**config.mk**
```make
export PLATFORM = sky130hd
export DESIGN_NAME = vdrive_sprite
export DESIGN_NICKNAME = d
export VERILOG_FILES = /design/src/rtl/vdrive_pkg.sv /design/src/rtl/vdrive_sprite_rowbuf.sv /design/src/rtl/vdrive_sprite.sv
export SDC_FILE = /design/constraint.sdc
export NUM_CORES = 1
export LEC_CHECK = 0
export ABC_CLOCK_PERIOD_IN_PS = 9220
export CAP_MARGIN = 20
export CELL_PAD_IN_SITES_DETAIL_PLACEMENT = 1
export CELL_PAD_IN_SITES_GLOBAL_PLACEMENT = 1
export CORE_AREA = 4 4 98 100
export CTS_BUF_LIST = sky130_fd_sc_hd__clkbuf_8
export DETAILED_ROUTE_END_ITERATION = 7
export DIE_AREA = 0 0 102 104
export PLACE_DENSITY = 0.86
export SLEW_MARGIN = 20
export SYNTH_ARGS = -nofsm -noshare
export SYNTH_HDL_FRONTEND = slang
export SYNTH_HIERARCHICAL = 1
export SYNTH_SLANG_ARGS = --single-unit
```
**constraint.sdc**
```tcl
create_clock -name clk -period 9.22 [get_ports clk]
set_clock_uncertainty 0.2 [all_clocks]
set_input_delay 1.844 -clock clk [delete_from_list [all_inputs] [get_ports clk]]
set_output_delay 1.844 -clock clk [all_outputs]
set_load 0.1 [all_outputs]
```
**src/rtl/vdrive_pkg.sv**
```systemverilog
// ---------------------------------------------------------------------------
// vdrive_pkg
//   Shared definitions for the vdrive sprite engine: draw FSM states, screen
//   geometry and helpers that derive sprite shape from the DXYN row count.
//   A row count of 0 selects the 16x16 sprite (two bytes per row).
// ---------------------------------------------------------------------------
package vdrive_pkg;

    typedef enum logic [2:0] {
        IDLE,
        FETCH,
        LATCH,
        RD,
        WR,
        DONE
    } state_t;

    localparam int unsigned HRES = 128;
    localparam int unsigned VRES = 64;

    function automatic logic wide_sprite(input logic [3:0] rows);
        return (rows == 4'd0);
    endfunction

    function automatic logic [1:0] bytes_per_row(input logic [3:0] rows);
        return (rows == 4'd0) ? 2'd2 : 2'd1;
    endfunction

    // Index of the final column in a row (width - 1).
    function automatic logic [3:0] last_col(input logic [3:0] rows);
        return (rows == 4'd0) ? 4'd15 : 4'd7;
    endfunction

    // Index of the final row (height - 1).
    function automatic logic [3:0] last_row(input logic [3:0] rows);
        return (rows == 4'd0) ? 4'd15 : (rows - 4'd1);
    endfunction

endpackage

```
**src/rtl/vdrive_sprite_rowbuf.sv**
```systemverilog
// ---------------------------------------------------------------------------
// vdrive_sprite_rowbuf
//   Holds one sprite row (up to 16 pixels). Bytes are loaded individually:
//   byte 0 lands in the upper half, byte 1 in the lower half, so column c
//   always maps to bit 15-c whether the row is 8 or 16 pixels wide.
// Ports
//   clk, reset_n   clock, asynchronous active-low reset
//   load           capture byte_in this cycle
//   byte_sel       0 = first (MSB) byte, 1 = second byte
//   byte_in        sprite byte from program memory
//   col            column index, 0 = leftmost pixel
//   pixel_bit      sprite bit for the selected column
// ---------------------------------------------------------------------------
module vdrive_sprite_rowbuf (
    input  logic       clk,
    input  logic       reset_n,
    input  logic       load,
    input  logic       byte_sel,
    input  logic [7:0] byte_in,
    input  logic [3:0] col,
    output logic       pixel_bit
);

    logic [15:0] row_q;
    logic [15:0] row_d;

    always_comb begin
        row_d = row_q;
        if (load) begin
            if (byte_sel) begin
                row_d[7:0] = byte_in;
            end else begin
                row_d[15:8] = byte_in;
            end
        end
    end

    always_ff @(posedge clk or negedge reset_n) begin
        if (!reset_n) begin
            row_q <= '0;
        end else begin
            row_q <= row_d;
        end
    end

    assign pixel_bit = row_q[4'd15 - col];

endmodule

```
**src/rtl/vdrive_sprite.sv**
```systemverilog
// ---------------------------------------------------------------------------
// vdrive_sprite
//   CHIP-8 DXYN-style sprite draw engine. Fetches sprite bytes from program
//   memory and XOR-toggles 2-bit VRAM pixels by read-modify-write, reporting
//   whether any set plane bit was cleared (collision).
// Configuration
//   VDRIVE_SPRITE_WRAP_EN  defined: pixels past the right/bottom edge wrap
//                          around; undefined: they are clipped.
// Ports
//   clk, reset_n                 clock, asynchronous active-low reset
//   start                        draw request (sampled only in IDLE)
//   sprite_x/y, sprite_rows      origin and row count (0 = 16x16)
//   sprite_addr, plane_mask      first sprite byte, pixel bits to toggle
//   mem_rd/mem_addr/mem_data     program memory port (1-cycle read latency)
//   vram_hpos/vpos               VRAM address, held across RD and WR
//   vram_rd_pixel                VRAM data for the previous cycle's address
//   vram_wr/vram_wr_pixel        VRAM write port
//   busy, done, collision        CPU-side status
// ---------------------------------------------------------------------------
module vdrive_sprite
    import vdrive_pkg::*;
#(
    parameter int unsigned ADDR_W = 12,
    parameter int unsigned HPOS_W = $clog2(HRES),
    parameter int unsigned VPOS_W = $clog2(VRES)
) (
    input  logic              clk,
    input  logic              reset_n,
    input  logic              start,
    input  logic [HPOS_W-1:0] sprite_x,
    input  logic [VPOS_W-1:0] sprite_y,
    input  logic [3:0]        sprite_rows,
    input  logic [ADDR_W-1:0] sprite_addr,
    input  logic [1:0]        plane_mask,
    output logic              mem_rd,
    output logic [ADDR_W-1:0] mem_addr,
    input  logic [7:0]        mem_data,
    output logic [HPOS_W-1:0] vram_hpos,
    output logic [VPOS_W-1:0] vram_vpos,
    input  logic [1:0]        vram_rd_pixel,
    output logic              vram_wr,
    output logic [1:0]        vram_wr_pixel,
    output logic              busy,
    output logic              done,
    output logic              collision
);

    state_t            state_q, state_d;
    logic [HPOS_W-1:0] x_q, x_d;
    logic [VPOS_W-1:0] y_q, y_d;
    logic [3:0]        rows_q, rows_d;
    logic [ADDR_W-1:0] addr_q, addr_d;
    logic [1:0]        mask_q, mask_d;
    logic [3:0]        row_q, row_d;
    logic [3:0]        col_q, col_d;
    logic              byte_q, byte_d;
    logic              collision_q, collision_d;

    logic              rb_load;
    logic              rb_bit;
    logic [HPOS_W:0]   hsum;
    logic [VPOS_W:0]   vsum;
    logic [4:0]        byte_off;
    logic              on_screen;
    logic              wr_en;

`ifdef VDRIVE_SPRITE_WRAP_EN
    localparam logic CLIP_EN = 1'b0;
`else
    localparam logic CLIP_EN = 1'b1;
`endif

    vdrive_sprite_rowbuf u_rowbuf (
        .clk       (clk),
        .reset_n   (reset_n),
        .load      (rb_load),
        .byte_sel  (byte_q),
        .byte_in   (mem_data),
        .col       (col_q),
        .pixel_bit (rb_bit)
    );

    // One extra bit so a carry past the screen edge is visible for clipping;
    // dropping it gives the wrapped coordinate.
    assign hsum = {1'b0, x_q} + (HPOS_W+1)'(col_q);
    assign vsum = {1'b0, y_q} + (VPOS_W+1)'(row_q);

    assign on_screen = ~(CLIP_EN & (hsum[HPOS_W] | vsum[VPOS_W]));
    assign wr_en     = rb_bit & (mask_q != 2'b00) & on_screen;

    // Byte offset within the sprite: row * bytes_per_row + byte index.
    assign byte_off = 5'(row_q) * 5'(bytes_per_row(rows_q)) + 5'(byte_q);

    always_comb begin
        state_d       = state_q;
        x_d           = x_q;
        y_d           = y_q;
        rows_d        = rows_q;
        addr_d        = addr_q;
        mask_d        = mask_q;
        row_d         = row_q;
        col_d         = col_q;
        byte_d        = byte_q;
        collision_d   = collision_q;
        rb_load       = 1'b0;
        mem_rd        = 1'b0;
        mem_addr      = '0;
        vram_hpos     = '0;
        vram_vpos     = '0;
        vram_wr       = 1'b0;
        vram_wr_pixel = '0;
        busy          = 1'b0;
        done          = 1'b0;

        case (state_q)
            IDLE: begin
                if (start) begin
                    x_d         = sprite_x;
                    y_d         = sprite_y;
                    rows_d      = sprite_rows;
                    addr_d      = sprite_addr;
                    mask_d      = plane_mask;
                    row_d       = '0;
                    col_d       = '0;
                    byte_d      = 1'b0;
                    collision_d = 1'b0;
                    state_d     = FETCH;
                end
            end
            FETCH: begin
                busy     = 1'b1;
                mem_rd   = 1'b1;
                mem_addr = addr_q + ADDR_W'(byte_off);
                state_d  = LATCH;
            end
            LATCH: begin
                busy    = 1'b1;
                rb_load = 1'b1;
                if (wide_sprite(rows_q) && !byte_q) begin
                    byte_d  = 1'b1;
                    state_d = FETCH;
                end else begin
                    col_d   = '0;
                    state_d = RD;
                end
            end
            RD: begin
                busy      = 1'b1;
                vram_hpos = hsum[HPOS_W-1:0];
                vram_vpos = vsum[VPOS_W-1:0];
                state_d   = WR;
            end
            WR: begin
                busy          = 1'b1;
                vram_hpos     = hsum[HPOS_W-1:0];
                vram_vpos     = vsum[VPOS_W-1:0];
                vram_wr       = wr_en;
                vram_wr_pixel = vram_rd_pixel ^ mask_q;
                if (wr_en && ((vram_rd_pixel & mask_q) != 2'b00)) begin
                    collision_d = 1'b1;
                end
                if (col_q == last_col(rows_q)) begin
                    col_d  = '0;
                    byte_d = 1'b0;
                    if (row_q == last_row(rows_q)) begin
                        state_d = DONE;
                    end else begin
                        row_d   = row_q + 4'd1;
                        state_d = FETCH;
                    end
                end else begin
                    col_d   = col_q + 4'd1;
                    state_d = RD;
                end
            end
            DONE: begin
                done    = 1'b1;
                state_d = IDLE;
            end
            default: begin
                state_d = IDLE;
            end
        endcase
    end

    always_ff @(posedge clk or negedge reset_n) begin
        if (!reset_n) begin
            state_q     <= IDLE;
            x_q         <= '0;
            y_q         <= '0;
            rows_q      <= '0;
            addr_q      <= '0;
            mask_q      <= '0;
            row_q       <= '0;
            col_q       <= '0;
            byte_q      <= 1'b0;
            collision_q <= 1'b0;
        end else begin
            state_q     <= state_d;
            x_q         <= x_d;
            y_q         <= y_d;
            rows_q      <= rows_d;
            addr_q      <= addr_d;
            mask_q      <= mask_d;
            row_q       <= row_d;
            col_q       <= col_d;
            byte_q      <= byte_d;
            collision_q <= collision_d;
        end
    end

    assign collision = collision_q;

endmodule

```
==> results of run 1 <==
==> state kept, by name, summed over array words and instances, names as in the netlist <==
signal          count
rows_q              4
y_q                 6
byte_q              1
state_q             3
collision           1
col_q               4
u_rowbuf/row_q     16
row_q               4
addr_q             12
x_q                 7
mask_q              2
==> cell usage in the layout (no fill, tap or decap), drive strengths merged, types with 4 or more instances in the layout <==
cell type / n
a21o: 9
a21oi: 11
and2: 4
and3: 4
clkbuf: 9
clkdlybuf4s50: 74
dfrtp: 60
ha: 21
inv: 10
mux2: 16
mux2i: 4
mux4: 4
nand2: 102
nand3: 12
nor2: 27
nor2b: 11
nor3: 5
o21ai: 20
xnor2: 15
xor2: 8
==> per-stage QoR <==
stage / hold slack (ns) / worst slack, ns / area (µm²) / total power (µW)
final: 0.302 / 2.39 / 4710 / 547
after global routing: 0.315 / 2.17 / 4710 / 570
after CTS: 0.305 / 2.37 / 4710 / 554
after detailed placement: 0.287 / 2.82 / 4510 / 309
after global placement: 0.267 / 3.01 / 4500 / 308
after floorplan: 0.252 / 3.20 / 3660 / 282
==> final timing paths <==
| check | startpoint | end | slack [ns] | cells after the start |
|---|---|---|---|---|
| max in group asynchronous | reset_n | u_rowbuf/row_q[15] | 6.82 | 2 |
| max | rows_q[0] | mem_addr[7] | 2.39 | 14 |
| min in group asynchronous | reset_n | y_q[0] | 1.47 | 2 |
| max reg2reg | state_q[2] | u_rowbuf/row_q[13] | 6.79 | 3 |
| min reg2reg | u_rowbuf/row_q[2] | u_rowbuf/row_q[2] | 0.30 | 1 |
| min | u_rowbuf/row_q[2] | u_rowbuf/row_q[2] | 0.30 | 1 |
==> kinds of logic (layout without fill, tap and decap cells) <==
logic type,after synthesis,count (layout),synth area share (%)
buffers and inverters,21,101,2.22
adders and majority gates,24,24,8.82
DFF,60,60,41.0
xor gates and xnor gates,23,23,5.51
muxes,24,24,8.89
and+or+nand+nor,181,181,23.1
AOI/OAI and AO/OA,57,57,10.4
==> synthesized netlist by cell type, types with 10 or more instances <==
| master | number | area, µm² |
|---|---|---|
| ha_1 | 21 | 263 |
| nand2_1 | 101 | 379 |
| dfrtp_1 | 60 | 1500 |
| nand3_1 | 12 | 60.1 |
| a21oi_1 | 11 | 55.1 |
| mux2_2 | 16 | 180 |
| nor2_1 | 26 | 97.6 |
| xnor2_1 | 15 | 131 |
| nor2b_1 | 11 | 68.8 |
| o21ai_0 | 19 | 95.1 |
| clkbuf_1 | 10 | 37.5 |
==> metal layers <==
| layer | vias up | global-route usage, % |
|---|---|---|
| li1 | 1489 | - |
| met1 | 1544 | 24.0 |
| met2 | 76 | 35.0 |
| met3 | 12 | 4.96 |
| met4 | 0 | 4.12 |
| met5 | - | 0 |
==> area by class of cell <==
cell class,count,area [µm²]
clock buffer,9,124
clock inverter,7,75.1
fill,1005,3970
inverter,8,30.0
multi-input combinational,309,2080
sequential,60,1500
tap,108,135
timing repair buffer,77,768
==> report_power, final <==
part | leakage [µW] | total (µW) | switching (µW) | internal [µW]
combinational | 0.00131 | 35.2 | 13.8 | 21.4
clock | 0.0000923 | 244 | 118 | 126
sequential | 0.000768 | 268 | 1.80 | 267
==> worst max-delay path: stages (launching register included) <==
cell and delay (ns):
dfrtp_1 0.42, inv_1 0.10, ha_1 0.25, nor3b_4 0.37, nor2_1 0.09, ha_1 0.21
ha_1 0.31, ha_1 0.30, a21o_1 0.18, a21o_1 0.21, a211oi_1 0.44, nor3_1 0.14
xnor2_1 0.15, nor2_1 0.12, clkdlybuf4s50_1 1.16
==> results.sh, run 1 <==
export IMPL_status="finished clean"
export IMPL_initial_utilization_pct=42.2
export IMPL_synth_cell_types=56
export IMPL_top_level_ports=76
export IMPL_wire_per_inst_um=17.5
export IMPL_dp_cells=562
export IMPL_ant_nets=0
export IMPL_syn_nets=458
export IMPL_period_needed_ns=6.83
export IMPL_seq_area_frac_synth_pct=41.0
export IMPL_core_area_um2=8680
export IMPL_cp_required_ns=7.18
export IMPL_path_class="reg -> out"
export IMPL_p_leak_uw=0.00217
export IMPL_root_buffer="clkbuf_8"
export IMPL_yosysWarningCount=6
export IMPL_die_height_um=104
export IMPL_crit_path_start_kind="flop"
export IMPL_clk_path_buf_depth=2
export IMPL_hp_class="reg -> reg"
export IMPL_io_buffers=75
export IMPL_synth_flop_cell="dfrtp_1"
export IMPL_tritoncts="done"
export IMPL_finish_utilization_pct=54.3
export IMPL_power_density_nw_per_um2=116
export IMPL_dieWidth_um=102
export IMPL_ys_seq_elements=60
export IMPL_end_kind="output pin"
export IMPL_grt_overflow=0
export IMPL_netlist_area_um2=3660
export IMPL_rsz0062_at_grt="false"
export IMPL_area_growth_pct=28.7
export IMPL_cp_data_arrival_time_ns=4.78
export IMPL_antennaDiodeCount=0
export IMPL_grt_pass1_wl_um=16800
export IMPL_dr_pass1_iters=4
export IMPL_num_nets_final=533
export IMPL_drv_cap=0
export IMPL_crit_fanout=6
export IMPL_stdcell_count=578
export IMPL_dr_first_iter_drc_count=91
export IMPL_antenna_found_initial=0
export IMPL_max_freq_mhz=146
export IMPL_insertion_delay_ns=0.34
export IMPL_die_area_um2=10600
export IMPL_top_layer="met4"
export IMPL_layout_drive_gt1_share_pct=10.6
export IMPL_grt_max_degree=61
export IMPL_first_global_vias=3481
export IMPL_gp_congestion=0.764
export IMPL_avgSynthCellArea_um2=9.38
export IMPL_hold_viol=0
export IMPL_peakVddDrop_uv=51.1
export IMPL_route_met3_wl_um=534
export IMPL_postCtsSetupBuffers=0
export IMPL_synth_edff_count=0
export IMPL_finalCritPeriodShare_pct=74.1
export IMPL_slew_viol_final=0
export IMPL_num_rows=34
export IMPL_wl_met1_um=4320
export IMPL_track_usage_pct=19.8
export IMPL_cts_buffers=9
export IMPL_cts_sinks=60
export IMPL_syn_inst=390
export IMPL_vias=3121
export IMPL_wirelength_um=10100
export IMPL_maxSlewHeadroom_pct=34.1
export IMPL_tns_ns=0
export IMPL_finalSetupViolCount=0
export IMPL_clk_pin_slew_ns=0.08
export IMPL_cts_htree_levels=3
export IMPL_wl_met2_um=5180
export IMPL_cts_repair_resized=0
export IMPL_async_flop_share_pct=100
export IMPL_via_per_inst=5.40
export IMPL_hold_buffers=0
export IMPL_hpwlAfterDp_um=7500
export IMPL_tightest_slew_ns=0.986
export IMPL_drc=0
No activity file was read; power rests on OpenSTA's default activity.
==> run 2: changes to the inputs <==
- ABC_CLOCK_PERIOD_IN_PS: 9220 -> 5950
- CORE_AREA: 4 4 98 100 -> 4 4 106 108
- DIE_AREA: 0 0 102 104 -> 0 0 110 112
- PLACE_DENSITY: 0.86 -> 0.78
- clock period: 9.22 -> 5.95 ns (I/O delays scaled with it)
==> run 2 against run 1 <==
Effect of this change:
- clock power increased by 80%
- utilization down 7.9 points
- sequential power is 55% higher
- total power increased by 66%
- wire length shrank 3.3%
- via count fell by 1.7%
- largest power group is now clock
==> results.sh, run 2 (synthesis gave the netlist of run 1 again) <==
export IMPL_most_common_layout_cells="nand2_1 (101), clkdlybuf4s50_1 (63), dfrtp_1 (60)"
export IMPL_grt_max_degree=61
export IMPL_area_growth_pct=29.7
export IMPL_cts_sinks=60
export IMPL_path_class="reg -> out"
export IMPL_cts_repair_resized=0
export IMPL_num_nets_final=533
export IMPL_initial_utilization_pct=35.8
export IMPL_tightest_slew_ns=1.01
export IMPL_slew_viol_final=0
export IMPL_antennaDiodeCount=0
export IMPL_num_rows=37
export IMPL_postCtsSetupBuffers=0
export IMPL_cp_data_arrival_time_ns=3.87
export IMPL_hold_viol=0
export IMPL_first_global_vias=3255
export IMPL_cts_buffers=9
export IMPL_hold_buffers=0
export IMPL_finalCritPeriodShare_pct=88.5
export IMPL_insertion_delay_ns=0.35
export IMPL_crit_fanout=6
export IMPL_cts_htree_levels=3
export IMPL_vias=3069
export IMPL_stdcell_area_um2=4740
export IMPL_clk_pin_slew_ns=0.07
export IMPL_gp_congestion=0.827
export IMPL_rsz0062_at_grt="false"
export IMPL_end_kind="output pin"
export IMPL_grt_pass1_wl_um=16000
export IMPL_antenna_found_initial=0
export IMPL_grt_overflow=0
export IMPL_tritoncts="done"
export IMPL_via_per_inst=5.07
export IMPL_core_area_um2=10200
export IMPL_maxSlewHeadroom_pct=32.2
export IMPL_die_area_um2=12300
export IMPL_io_buffers=75
export IMPL_dr_pass1_iters=4
export IMPL_layout_commonest_cell="nand2_1"
export IMPL_largest_reg_flops=16
export IMPL_top_level_ports=76
export IMPL_top_register="u_rowbuf/row_q"
export IMPL_stdcell_count=605
export IMPL_finalSetupViolCount=0
export IMPL_root_buffer="clkbuf_8"
export IMPL_max_freq_mhz=190
export IMPL_p_leak_uw=0.00221
export IMPL_wirelength_um=9800
export IMPL_crit_path_start_kind="flop"
export IMPL_cp_required_ns=4.56
export IMPL_hpwlAfterDp_um=7120
export IMPL_dr_first_iter_drc_count=116
export IMPL_power_density_nw_per_um2=192
export IMPL_place_area_um2=4510
export IMPL_finish_utilization_pct=46.4
export IMPL_track_usage_pct=16.5
export IMPL_status="finished clean"
export IMPL_drv_cap=0
export IMPL_wire_per_inst_um=16.2
export IMPL_period_needed_ns=5.26
export IMPL_dp_cells=590
export IMPL_dieWidth_um=110
export IMPL_clk_path_buf_depth=2
export IMPL_hp_class="reg -> reg"
export IMPL_die_height_um=112
export IMPL_ant_nets=0
export IMPL_drc=0
export IMPL_peakVddDrop_uv=86.8
export IMPL_layout_drive_gt1_share_pct=12.8
export IMPL_reg_top3="u_rowbuf/row_q: 16 flops, addr_q: 12 flops, x_q: 7 flops"
export IMPL_tns_ns=0
-- run 2: cell count changes in the layout (fill, tap and decap cells not counted), moves of 2 or more --
cell | previous run | this run
buf_4 | 1 | 13
clkdlybuf4s50_1 | 74 | 63
clkbuf_8 | 9 | 12
clkinvlp_4 | 3 | 0
inv_6 | 2 | 0
-- run 2: worst paths after layout --
path,to,start,slack (ns),cells after the start
hold reg to reg,addr_q[0],addr_q[0],0.30,2
max in group asynchronous,rows_q[0],reset_n,4.23,2
setup / recovery,mem_addr[9],rows_q[0],0.69,14
min in group asynchronous,u_rowbuf/row_q[3],reset_n,0.81,2
hold / removal,addr_q[0],addr_q[0],0.30,2
setup reg to reg,row_q[3],rows_q[0],3.55,8
-- run 2: worst max-delay path, stage by stage (launching register included) --
cell and delay (ns):
dfrtp_1 0.43, inv_1 0.11, ha_1 0.25, nor3b_4 0.38, nor2_1 0.10, ha_1 0.22, ha_1 0.32, ha_1 0.28
a21o_1 0.16, a21o_1 0.21, a211oi_1 0.40, nor3b_1 0.12, xnor2_1 0.14, nor2_1 0.10, buf_4 0.30
-- run 2: metal layers --
layer | vias to the layer above | track usage, % | wire (µm)
met1 | 1488 | 21.5 | 4520
li1 | 1480 | - | -
met2 | 83 | 26.3 | 4530
met5 | - | 0 | 0
met4 | 0 | 5.65 | 180
met3 | 18 | 4.64 | 573
-- run 2: power breakdown --
group | total (µW) | internal (µW) | switching [µW]
clock network | 439 | 269 | 170
registers | 416 | 413 | 2.86
logic | 54.0 | 33.1 | 20.9
total | 909 | 715 | 194
-- run 2: stage by stage --
| step | power [µW] | hold slack [ns] | worst slack (ns) |
|---|---|---|---|
| 3_3_place_gp | 477 | 0.270 | 1.23 |
| 4_1_cts | 920 | 0.304 | 0.704 |
| 2_1_floorplan | 437 | 0.252 | 0.587 |
| 6_report | 909 | 0.299 | 0.686 |
| 3_5_place_dp | 479 | 0.284 | 1.16 |
| 5_1_grt | 942 | 0.312 | 0.448 |
-- run 2: layout make-up --
| type | count | area [µm²] |
|---|---|---|
| timing repair buffer | 77 | 733 |
| tap | 136 | 170 |
| sequential | 60 | 1500 |
| clock buffer | 12 | 165 |
| multi-input combinational | 309 | 2080 |
| inverter | 8 | 30.0 |
| clock inverter | 3 | 68.8 |
| fill | 1166 | 5490 |
